[src/rtl/serv_rst_pkg.sv]
// Shared encodings for the SERV reset sequencer: FSM states and reset-cause codes.
package serv_rst_pkg;

  typedef enum logic [1:0] {
    ST_ASSERT  = 2'b00,
    ST_RELEASE = 2'b01,
    ST_RUN     = 2'b10
  } state_e;

  typedef logic [1:0] cause_t;

  localparam cause_t CAUSE_EXT = 2'b00;
  localparam cause_t CAUSE_SW  = 2'b01;
  localparam cause_t CAUSE_WDT = 2'b10;

endpackage : serv_rst_pkg

[src/rtl/serv_rst_wdt.sv]
// Watchdog for the reset sequencer: counts while the system runs, cleared by a kick
// or whenever the sequencer is outside RUN; flags a timeout at the all-ones count.
module serv_rst_wdt #(
  parameter int unsigned WDT_W = 16
) (
  input  logic i_clk,
  input  logic i_rst_n,
  input  logic i_run,
  input  logic i_kick,
  output logic o_timeout_c
);

  logic [WDT_W-1:0] cnt_q = '0;
  logic [WDT_W-1:0] cnt_d;

  // Next count: clear outside RUN or on a kick, otherwise advance.
  always_comb begin
    cnt_d = cnt_q + WDT_W'(1);
    if (!i_run || i_kick) begin
      cnt_d = '0;
    end
  end

  // Counter register with synchronous reset.
  always_ff @(posedge i_clk) begin
    if (!i_rst_n) begin
      cnt_q <= '0;
    end else begin
      cnt_q <= cnt_d;
    end
  end

  // A kick in the same cycle suppresses the timeout.
  assign o_timeout_c = i_run && !i_kick && (cnt_q == '1);

endmodule : serv_rst_wdt

[src/rtl/serv_rst_seq.sv]
// Reset sequencer: holds all domain resets for HOLD cycles, then releases them in
// index order STAGGER cycles apart, and records the cause of the last reset.
// Optional watchdog enabled by defining SERV_RST_WDT_EN.
module serv_rst_seq
  import serv_rst_pkg::*;
#(
  parameter int unsigned HOLD     = 16,
  parameter int unsigned CHANNELS = 2,
  parameter int unsigned STAGGER  = 4,
  parameter int unsigned WDT_W    = 16
) (
  input  logic                i_clk,
  input  logic                i_rst_n,
  input  logic                i_sw_rst,
  input  logic                i_wdt_kick,
  output logic [CHANNELS-1:0] o_rst,
  output logic                o_ready,
  output logic [1:0]          o_cause
);

  localparam int unsigned CNT_MAX = (HOLD > STAGGER) ? HOLD : STAGGER;
  localparam int unsigned CNT_W   = $clog2(CNT_MAX + 1);

  localparam logic [CNT_W-1:0] HOLD_LAST = CNT_W'(HOLD - 1);
  localparam logic [CNT_W-1:0] STAG_LAST = CNT_W'(STAGGER - 1);

  // Declaration initialisers give the power-on state on FPGA targets.
  state_e              state_q = ST_ASSERT;
  logic [CNT_W-1:0]    cnt_q   = '0;
  logic [CHANNELS-1:0] rst_q   = '1;
  logic                ready_q = 1'b0;
  cause_t              cause_q = CAUSE_EXT;

  state_e              state_d;
  logic [CNT_W-1:0]    cnt_d;
  logic [CHANNELS-1:0] rst_d;
  logic                ready_d;
  cause_t              cause_d;

  logic                rel_last_c;
  logic [CHANNELS-1:0] rel_next_c;
  logic                wdt_timeout_c;

`ifdef SERV_RST_WDT_EN
  serv_rst_wdt #(
    .WDT_W (WDT_W)
  ) u_wdt (
    .i_clk       (i_clk),
    .i_rst_n     (i_rst_n),
    .i_run       (state_q == ST_RUN),
    .i_kick      (i_wdt_kick),
    .o_timeout_c (wdt_timeout_c)
  );
`else
  logic unused_wdt_c;
  assign unused_wdt_c  = i_wdt_kick ^ (WDT_W == 0);
  assign wdt_timeout_c = 1'b0;
`endif

  // Next release pattern: one more channel drops, lowest index first; a zero
  // stagger drops every channel at once.
  always_comb begin
    rel_next_c = rst_q << 1;
    if ((STAGGER == 0) && (state_q == ST_ASSERT)) begin
      rel_next_c = '0;
    end
    rel_last_c = (rel_next_c == '0);
  end

  // Next-state and output logic; software reset beats a watchdog timeout.
  always_comb begin
    state_d = state_q;
    cnt_d   = cnt_q;
    rst_d   = rst_q;
    ready_d = ready_q;
    cause_d = cause_q;

    if (i_sw_rst || wdt_timeout_c) begin
      state_d = ST_ASSERT;
      cnt_d   = '0;
      rst_d   = '1;
      ready_d = 1'b0;
      cause_d = i_sw_rst ? CAUSE_SW : CAUSE_WDT;
    end else begin
      case (state_q)
        ST_ASSERT: begin
          if (cnt_q == HOLD_LAST) begin
            cnt_d   = '0;
            rst_d   = rel_next_c;
            ready_d = rel_last_c;
            state_d = rel_last_c ? ST_RUN : ST_RELEASE;
          end else begin
            cnt_d = cnt_q + CNT_W'(1);
          end
        end
        ST_RELEASE: begin
          if (cnt_q == STAG_LAST) begin
            cnt_d   = '0;
            rst_d   = rel_next_c;
            ready_d = rel_last_c;
            state_d = rel_last_c ? ST_RUN : ST_RELEASE;
          end else begin
            cnt_d = cnt_q + CNT_W'(1);
          end
        end
        ST_RUN: begin
          cnt_d = '0;
        end
        default: begin
          state_d = ST_ASSERT;
          cnt_d   = '0;
          rst_d   = '1;
          ready_d = 1'b0;
        end
      endcase
    end
  end

  // State and output registers; external reset has top priority.
  always_ff @(posedge i_clk) begin
    if (!i_rst_n) begin
      state_q <= ST_ASSERT;
      cnt_q   <= '0;
      rst_q   <= '1;
      ready_q <= 1'b0;
      cause_q <= CAUSE_EXT;
    end else begin
      state_q <= state_d;
      cnt_q   <= cnt_d;
      rst_q   <= rst_d;
      ready_q <= ready_d;
      cause_q <= cause_d;
    end
  end

  assign o_rst   = rst_q;
  assign o_ready = ready_q;
  assign o_cause = cause_q;

endmodule : serv_rst_seq

[config.mk]
export PLATFORM = sky130hd
export DESIGN_NAME = serv_rst_seq
export DESIGN_NICKNAME = d
export VERILOG_FILES = /design/src/rtl/serv_rst_pkg.sv /design/src/rtl/serv_rst_wdt.sv /design/src/rtl/serv_rst_seq.sv
export SDC_FILE = /design/constraint.sdc
export NUM_CORES = 1
export LEC_CHECK = 0
export BUFFER_PORTS_ARGS = -buffer_cell sky130_fd_sc_hd__buf_2
export CORE_AREA = 2 2 39 41
export CTS_CLUSTER_DIAMETER = 50
export DETAILED_ROUTE_END_ITERATION = 7
export DIE_AREA = 0 0 41 43
export GPL_TIMING_DRIVEN = 0
export REMOVE_ABC_BUFFERS = 1
export SLEW_MARGIN = 20
export SYNTH_ARGS = -nofsm -noshare
export SYNTH_HDL_FRONTEND = slang
export SYNTH_SLANG_ARGS = --single-unit
[constraint.sdc]
create_clock -name i_clk -period 3.3 [get_ports i_clk]
set_clock_uncertainty 0.2 [all_clocks]
set_input_delay 0.165 -clock i_clk [delete_from_list [all_inputs] [get_ports i_clk]]
set_output_delay 0.165 -clock i_clk [all_outputs]
set_load 0.01 [all_outputs]
==> impl_metrics.env <==
export IMPL_dr_pass1_iters=4
export IMPL_routed_wire_length_per_instance_um=9.87
export IMPL_fin_util=0.408
export IMPL_dr_wl_met2_um=344
export IMPL_period_share=0.603
export IMPL_whs_ns=0.0647
export IMPL_chipWidth_um=41
export IMPL_synth_xor_area_frac=0.0372
export IMPL_cp_required_ns=3.26
export IMPL_synth_simple_area_share=0.247
export IMPL_wl_met1_um=383
export IMPL_p_sw_mw=0.0469
export IMPL_syn_inst=51
export IMPL_worstPathCellList="ha_1 -> or4b_4 -> a2111o_1 -> a21o_1"
export IMPL_cts_setup_buffers=0
export IMPL_grt_pass1_wl_mm=1.19
export IMPL_slowest_stage="or4b_4"
export IMPL_cts_buffers=3
export IMPL_nFillCells=137
export IMPL_ys_seq_area_frac=0.426
export IMPL_grt_pass1_vias=304
export IMPL_worst_setup_path_end_kind="flip-flop"
export IMPL_critPathCapture="o_rst[1]"
export IMPL_top_layer="met4"
export IMPL_drtIter0Drc=2
export IMPL_nNetsFinal=69
export IMPL_crit_path_start_kind="flip-flop"
export IMPL_cts_sinks=10
export IMPL_combPwrFrac=0.044
export IMPL_power_share_switching=0.194
export IMPL_reg2reg_depth=4
export IMPL_maxCapViolCount=0
export IMPL_syn_area_sq_um=470
export IMPL_worst_setup_path_type="flip-flop to flip-flop"
export IMPL_seq_area_sq_um=200
export IMPL_max_freq_mhz=503
export IMPL_dpl_instance_area_sq_um=508
export IMPL_vdd_drop_max_mv=0.218
export IMPL_drcViolationCount=0
export IMPL_synth_compound_area_frac=0.144
export IMPL_cp_max_fo=5
export IMPL_slew_violations=0
export IMPL_grt_overflow_total=0
export IMPL_syn_area_per_cell_sq_um=9.22
export IMPL_coreArea_sq_um=1380
export IMPL_ant_nets=0
export IMPL_wl_met3_um=12
export IMPL_synth_mux_area_frac=0
export IMPL_pwr_share_clk=0.445
export IMPL_synth_fa_ha_area_frac=0.0798
export IMPL_viasPerCell=4.74
export IMPL_hold_class="input pin to flip-flop"
export IMPL_p_total_mw=0.242
export IMPL_crit_start="cnt_q[0]"
export IMPL_clockBufferDepth=2
export IMPL_multi_input_area_sq_um=243
export IMPL_clockRootBuffer="clkbuf_4"
export IMPL_port_buffers=6
export IMPL_p_int_mw=0.195
export IMPL_htree_levels=1
export IMPL_drt_wl_total_um=760
export IMPL_rsz0062_at_grt="false"
export IMPL_p_seq_frac=0.511
export IMPL_grtUsageTotal=0.107
export IMPL_finalHoldViolCount=0
export IMPL_fin_setup_tns_ns=0
export IMPL_setup_violations=0
export IMPL_die_h_um=43
export IMPL_n_antenna_cell=0
export IMPL_vias=365
export IMPL_p_leak_nw=0.222
export IMPL_area_delta_synth_final_pct=19.9
export IMPL_dp_final_hpwl_um=556
export IMPL_r2r_end="o_rst[1]"
export IMPL_worstPathArrival_ns=1.95
export IMPL_ys_ff_latch=10
export IMPL_clock_latency_ns=0.26
export IMPL_io_pins=9
export IMPL_tritoncts="done"
export IMPL_rows=14
export IMPL_status="completed"
export IMPL_clkSlewWorstSetupHoldPaths_ns=0.07
export IMPL_drive_above_1_share=0.180
export IMPL_synth_cell_types=23
export IMPL_r2r_start="cnt_q[0]"
export IMPL_grt_max_degree=11
export IMPL_yosys_warnings=0
export IMPL_cts_resized=0
export IMPL_synth_top_family_by_area="simple AND/OR/NAND/NOR gates"
export IMPL_dieArea_sq_um=1760
export IMPL_antenna_found_initial=0
export IMPL_routabilityCongestion=0.628
export IMPL_r2r_slack_ns=1.31
export IMPL_pwr_density_cell_nw_per_um2=429
export IMPL_min_period_ns=1.99
export IMPL_start_util=0.340
export IMPL_design_area_sq_um=564
export IMPL_critical_path_max_stage_delay_ns=0.51
[repair_timing]
item | in CTS | in global routing
setup endpoints to repair | 0 | 0
hold buffers | 2 | 0
hold endpoints to repair | 1 | 0
[layer usage]
| layer | GRT usage | vias up |
|---|---|---|
| met2 | 0.128 | 2 |
| met1 | 0.134 | 165 |
| met5 | 0 | - |
| met3 | 0.0314 | 2 |
| met4 | 0.120 | 0 |
| li1 | - | 196 |
[Yosys cell counts]
library cell,n,area (sq um)
a2111o_1,1,11.3
a21o_1,1,7.51
a21oi_1,3,15.0
a22oi_1,1,7.51
a31oi_1,1,6.26
buf_2,1,5.00
buf_4,1,7.51
conb_1,1,3.75
dfxtp_1,10,200
ha_1,3,37.5
inv_1,4,15.0
nand2b_1,5,31.3
nand3_1,3,15.0
nand4b_1,1,8.76
nor2_1,3,11.3
nor3_1,3,15.0
nor3b_1,2,15.0
o21a_1,2,15.0
o21ai_0,1,5.00
or3_1,1,6.26
or4b_4,1,13.8
xnor2_1,1,8.76
xor2_1,1,8.76
[power groups by stage]
stage	Clock, mW	Combinational, mW	Sequential, mW
6_report	0.108	0.0106	0.124
2_1_floorplan	0	0.00487	0.127
3_3_place_gp	0	0.00831	0.127
4_1_cts	0.113	0.0106	0.124
3_5_place_dp	0	0.00850	0.127
5_1_grt	0.119	0.0119	0.124
[layout by cell type, fill, tap and decap left out]
cell,Yosys,layout
conb_1,1,1
xor2_1,1,1
nand4b_1,1,1
ha_1,3,3
nor2_1,3,3
o21a_1,2,2
dlygate4sd3_1,0,2
xnor2_1,1,1
nand2b_1,5,5
inv_1,4,4
a22oi_1,1,1
dfxtp_1,10,10
buf_2,1,6
nor3_1,3,3
or3_1,1,1
nor3b_1,2,2
clkbuf_4,0,3
o21ai_0,1,1
a21o_1,1,1
clkbuf_8,0,1
a31oi_1,1,1
a21oi_1,3,3
a2111o_1,1,1
nand3_1,3,3
or4b_4,1,1
[final cells by class]
type | count | share of cell area
well taps | 16 | 0.0355
clock buffers | 4 | 0.0643
flip-flops and latches | 10 | 0.355
inverters | 4 | 0.0266
repair buffers | 8 | 0.0887
multi-input cells | 35 | 0.430
[state kept, by name, summed over array words and instances, names as in the netlist]
| register | flops |
|---|---|
| o_cause | 1 |
| o_rst | 2 |
| cnt_q | 5 |
| state_q | 2 |
[worst min-delay path by stage]
| stage | startpoint | end | cells after the start |
|---|---|---|---|
| detailed placement | i_sw_rst | o_cause[0] | 2 |
| CTS | i_rst_n | state_q[1] | 3 |
| finish | i_rst_n | state_q[1] | 3 |
| global route | i_rst_n | state_q[1] | 3 |
| floorplan | i_sw_rst | o_cause[0] | 1 |
| global placement | i_sw_rst | o_cause[0] | 2 |
[cell families (layout without fill, tap and decap cells)]
group / Yosys count / in the layout
compound gates: 10 / 10
xor+xnor: 2 / 2
fa+ha+maj: 3 / 3
buf+inv: 6 / 16
flops: 10 / 10
other cells: 1 / 1
simple gates: 19 / 19
[critical path: cells and delay by family, from the launching register on]
family                   cells  cell delay [ns]
AND/OR/NAND/NOR              1             0.51
AO/OA/AOI/OAI                2             0.61
flip-flops                   1             0.35
adder cells (fa/ha/maj)      1             0.21
[through the flow]
step	cells	setup WS (ns)
final	77	1.31
after global routing	77	1.24
after CTS	77	1.32
after detailed placement	71	1.33
after global placement	71	1.33
after floorplan	49	1.40
(Power assumes the default switching activity.)
